## src/rtl/multi_acc.sv

```systemverilog
// multi_acc: sums partial products over each multiplier busy interval, saturates to 16 bits, optional ReLU, valid/ready result
module multi_acc #(
    parameter int ACC_W = 24,
    parameter int OUT_W = 16
) (
    input  logic             clk,
    input  logic             rst_n,
    input  logic             in_vld,
    input  logic [OUT_W-1:0] in_data,
    input  logic             multi_busy,
    input  logic             acc_clr,
    input  logic             relu_en,
    output logic             out_vld,
    input  logic             out_rdy,
    output logic [OUT_W-1:0] out_data,
    output logic             acc_busy,
    output logic             ovf_err
);
    typedef enum logic [1:0] {IDLE, ACCUM, FLUSH} state_t;
    state_t           state;
    logic [ACC_W-1:0] acc, in_ext;
    logic [OUT_W-1:0] sat, res;
    logic             grp_end, reg_free, fits, load;
    assign in_ext   = {{(ACC_W-OUT_W){in_data[OUT_W-1]}}, in_data};
    assign grp_end  = ~multi_busy & ~in_vld;
    assign reg_free = ~out_vld | out_rdy;
    assign fits     = &acc[ACC_W-1:OUT_W-1] | ~|acc[ACC_W-1:OUT_W-1];
    assign sat      = fits ? acc[OUT_W-1:0] : {acc[ACC_W-1], {(OUT_W-1){~acc[ACC_W-1]}}};
    assign res      = relu_en & sat[OUT_W-1] ? '0 : sat;
    assign load     = (state == ACCUM & grp_end | state == FLUSH) & reg_free;
    assign acc_busy = state != IDLE | out_vld;
    always_ff @(posedge clk or negedge rst_n)
        if (!rst_n) begin
            state    <= IDLE;
            acc      <= '0;
            out_vld  <= 1'b0;
            out_data <= '0;
            ovf_err  <= 1'b0;
        end else if (acc_clr) begin
            state    <= IDLE;
            acc      <= '0;
            out_vld  <= 1'b0;
            out_data <= '0;
            ovf_err  <= 1'b0;
        end else begin
            if (load) begin
                out_vld  <= 1'b1;
                out_data <= res;
            end else if (out_rdy)
                out_vld <= 1'b0;
            if (state == FLUSH & in_vld)
                ovf_err <= 1'b1;
            if (load) begin
                acc   <= '0;
                state <= IDLE;
            end else if (state == IDLE & (in_vld | multi_busy)) begin
                acc   <= in_vld ? in_ext : '0;
                state <= ACCUM;
            end else if (state == ACCUM & in_vld)
                acc <= acc + in_ext;
            else if (state == ACCUM & grp_end)
                state <= FLUSH;
        end
endmodule
```

## config.mk

```make
export PLATFORM = sky130hd
export DESIGN_NAME = multi_acc
export DESIGN_NICKNAME = d
export VERILOG_FILES = /design/src/rtl/multi_acc.sv
export SDC_FILE = /design/constraint.sdc
export NUM_CORES = 1
export LEC_CHECK = 0
export CAP_MARGIN = 20
export CELL_PAD_IN_SITES_DETAIL_PLACEMENT = 2
export CELL_PAD_IN_SITES_GLOBAL_PLACEMENT = 2
export CORE_MARGIN = 5
export CORE_UTILIZATION = 34
export CTS_CLUSTER_DIAMETER = 100
export DETAILED_ROUTE_END_ITERATION = 10
export PLACE_DENSITY_LB_ADDON = 0.1
export SLEW_MARGIN = 10
export SYNTH_ARGS = -nofsm -noshare
export SYNTH_HDL_FRONTEND = slang
export SYNTH_SLANG_ARGS = --single-unit
```

## constraint.sdc

```tcl
create_clock -name clk -period 3.5 [get_ports clk]
set_clock_uncertainty 0.1 [all_clocks]
set_input_delay 0.7 -clock clk [delete_from_list [all_inputs] [get_ports clk]]
set_output_delay 0.7 -clock clk [all_outputs]
set_load 0.05 [all_outputs]
```

==> run_results.csv, run 1 <==
group,metric,value,unit
pwr,p_comb_share,42.3,%
floorplanning,dieWidth,107,um
clock_tree,cts_inserted_buffers,5,
routing,drc,0,
floorplanning,core,9200,um^2
critical_path,rrSetupSlack,390,ps
place,gp_congestion,0.825,
finish,nets,482,
pwr,vdd_drop_max,181,uV
timing,drv_slew,0,
clock_tree,path_clk_slew,90,ps
run,max_cap_viol_count,0,
yosys,synth_seq_cells,44,
critical_path,cp_cell_sequence,"clkdlybuf4s50_1, ha_1, a21o_1, a22o_1, a211o_1, o41ai_4, or4_1, a31oi_1, xor2_1, a221o_1",
yosys,synthCells,371,
pwr,leakage,0.00194,uW
finish,final_util,44.0,%
finish,drive_gt1_share,11.2,%
place,port-buffer-count,41,
critical_path,critPathLaunchType,"input pin",
timing,worst_pin_slew,1000,ps
critical_path,r2r_end,"acc[20]$_DFFE_PN0P_",
finish,area_delta_synth_final,27.2,%
critical_path,path_max_fanout,4,
floorplanning,die_area,11400,um^2
clock_tree,cts-root-buf,"clkbuf_8",
timing,timing.final.crit_share,97.7,%
yosys,synth_ff_type,"dfrtp_1",
critical_path,crit_buf_inv,1,
pwr,netSwitchingFraction,39.4,%
routing,drtAntennaViolNets,0,
yosys,synth_area,3180,um^2
clock_tree,htreeDepth,2,
routing,vias_per_cell,5.82,
clock_tree,clk-insertion-delay-late,300,ps
timing,finalHoldViolations,0,
routing,drt_iter0_drc,95,
critical_path,r2r-start,"acc[0]$_DFFE_PN0P_",
timing,setup_tns,0,ps
global_route,grt_start_max_net_pins,45,
pwr,pwr-share-clk,23.5,%
yosys,synthTopCellsByArea,"dfrtp_1 (35%), ha_1 (9.0%), o21ai_0 (6.5%)",
floorplanning,initial_utilization,34.6,%
pwr,net-switching-power,728,uW
global_route,overflow,0,
worst_hold_path,min_path_type,"input pin to async pin",
timing,final.min_clock_period,3420,ps
timing,max_freq,293,MHz
routing,first_pass_iters,4,
finish,n_antenna_cell,0,
clock_tree,cts_tree,"done",
global_route,antenna_found_initial,0,
global_route,grt_pass1_vias,3400,
pwr,powerDensity,457,nW/um^2
yosys,yosysWarnings,0,
place,dpl.hpwl,8.52,mm
critical_path,critPathMaxStageDelay,450,ps
critical_path,critPathRequiredTime,3590,ps
critical_path,slowest_stage,"clkdlybuf4s50_1",
yosys,synthDominantCellAreaShare,34.6,%
critical_path,criticalPathCategory,"input pin to register",
yosys,synth_top_area_cell,"dfrtp_1",
floorplanning,row_count,35,
global_route,grt_pass1_wl,18.2,mm
clock_tree,cts_sinks,44,
timing,final-setup-viol-count,0,
yosys,ys_seq_area_share,34.6,%
yosys,synth.distinct_cells,50,
global_route,grt_usage,20.2,%
yosys,async_reset_ff_share,100,%
critical_path,critPathTopFamily,"compound AO/OA/AOI/OAI gates",
yosys,syn_avg_cell_area,8.57,um^2
pwr,internal-power,1120,uW
yosys,synth_nets,418,
clock_tree,post_cts_buffers,0,
run_status,outcome,"finished, final reports clean",
floorplanning,die_y,107,um
routing,drt-total-wl,11.2,mm
routing,avgRoutedWirePerCell,20.6,um
timing,rsz0062_at_grt,"false",
critical_path,worst_setup_path_end_kind,"register",
yosys,synth_edf_count,0,
floorplanning,pin_count,42,
clock_tree,clock_path_buffers,2,
critical_path,critPathLaunch,"in_data[4]",
routing,vias,3183,
timing,slew_headroom,33.1,%
critical_path,reg2reg_depth,10,
pwr,power_frac_seq,34.2,%
critical_path,critPathArrivalTime,3510,ps
timing,hold_ws,298,ps
==> cell families (layout without fill, tap and decap cells) <==
group           after synthesis  after routing  synth area share, %
compound gates              149            149                 29.6
simple gates                114            114                 18.3
flops                        44             44                 34.6
fa+ha+maj                    24             24                 9.68
buf+inv                      21             86                 2.52
xor+xnor                     18             18                 4.96
mux                           1              1                0.315
==> per-stage QoR <==
stage / total power (uW) / setup slack (ps) / cell area [um^2] / std cells
after floorplan: 1120 / 349 / 3180 / 371
after global placement: 1370 / -277 / 3920 / 539
after detailed placement: 1410 / -354 / 3920 / 539
after CTS: 1860 / 73.9 / 4040 / 547
after global routing: 1970 / 2.49 / 4050 / 547
final: 1850 / 81.6 / 4050 / 547
==> cell type report <==
class	count	area, um^2
tap	111	139
timing repair buffer	74	654
fill	1051	5150
multi-input combinational	306	2020
inverter	4	15.0
clock buffer	6	82.6
sequential	44	1100
clock inverter	2	38.8
==> layout by cell type (no fill, tap or decap), types with 4 or more instances in the layout <==
| cell type | count |
|---|---|
| and4_1 | 5 |
| nor3_1 | 13 |
| inv_1 | 4 |
| dfrtp_1 | 44 |
| nor2b_1 | 9 |
| or3_1 | 4 |
| nand2_1 | 26 |
| and3_1 | 4 |
| ha_1 | 22 |
| clkbuf_8 | 6 |
| xnor2_1 | 10 |
| a31oi_1 | 5 |
| o21ai_1 | 4 |
| xor2_1 | 8 |
| clkdlybuf4s50_1 | 39 |
| buf_4 | 34 |
| a21oi_1 | 39 |
| nand3_1 | 7 |
| nor2_1 | 26 |
| o21ai_0 | 41 |
| a22oi_1 | 12 |
| a21o_1 | 23 |
==> synthesized netlist by cell type (5+ instances only) <==
cell type,number
clkbuf_1,16
xor2_1,8
a21o_1,23
nor3_1,14
a21oi_1,39
nor2b_1,9
nor2_1,26
nand3_1,7
a31oi_1,5
o21ai_0,41
dfrtp_1,44
ha_1,23
a22oi_1,12
nand2_1,26
and4_1,5
xnor2_1,10
==> how the worst max path moves through the flow <==
stage                     slack (ps)                   to  depth (start not counted)
after CTS                         70  acc[20]$_DFFE_PN0P_                         10
after detailed placement        -350  acc[20]$_DFFE_PN0P_                         11
after floorplan                  350  acc[20]$_DFFE_PN0P_                         10
after global routing               2  acc[20]$_DFFE_PN0P_                         10
final                             80  acc[20]$_DFFE_PN0P_                         10
after global placement          -280  acc[20]$_DFFE_PN0P_                         11
==> per-layer routing <==
metal	part of all wire [%]	GRT usage (%)
met1	47	26.5
met2	48	34.9
met3	2.7	2.23
met4	1.8	5.75
met5	0	0
==> power by group through the flow <==
stage               combinational, uW  sequential, uW  clock, uW
floorplan                         443             672          0
global placement                  735             639          0
detailed placement                769             641          0
CTS                               783             631        448
global route                      853             641        471
finish                            782             632        435
==> what timing repair did <==
action,CTS,global route
gates resized for setup,3,0
hold buffers,0,0
setup endpoints to repair,2,0
==> sequential cells by signal, summed over array words and instances (netlist names) <==
name / cells
state: 2
out_data: 16
acc: 24
ovf_err: 1
out_vld: 1
==> worst reg2reg max path: cells and delay by family (launching register included) <==
family	cells	cell delay [ps]
AOI/OAI and AO/OA	6	1560
DFF	1	420
and+or+nand+nor	1	200
xor gates and xnor gates	1	160
adders and majority gates	2	570
(Power assumes the default switching activity.)
==> run 2, diff against run 1 <==
--- a/config.mk
+++ b/config.mk
@@ -17,3 +17,4 @@
 export SYNTH_ARGS = -nofsm -noshare
 export SYNTH_HDL_FRONTEND = slang
 export SYNTH_SLANG_ARGS = --single-unit
+export TNS_END_PERCENT = 100
==> results of run 2 <==
No change in the layout: final DEF, timing and power equal those of run 1.
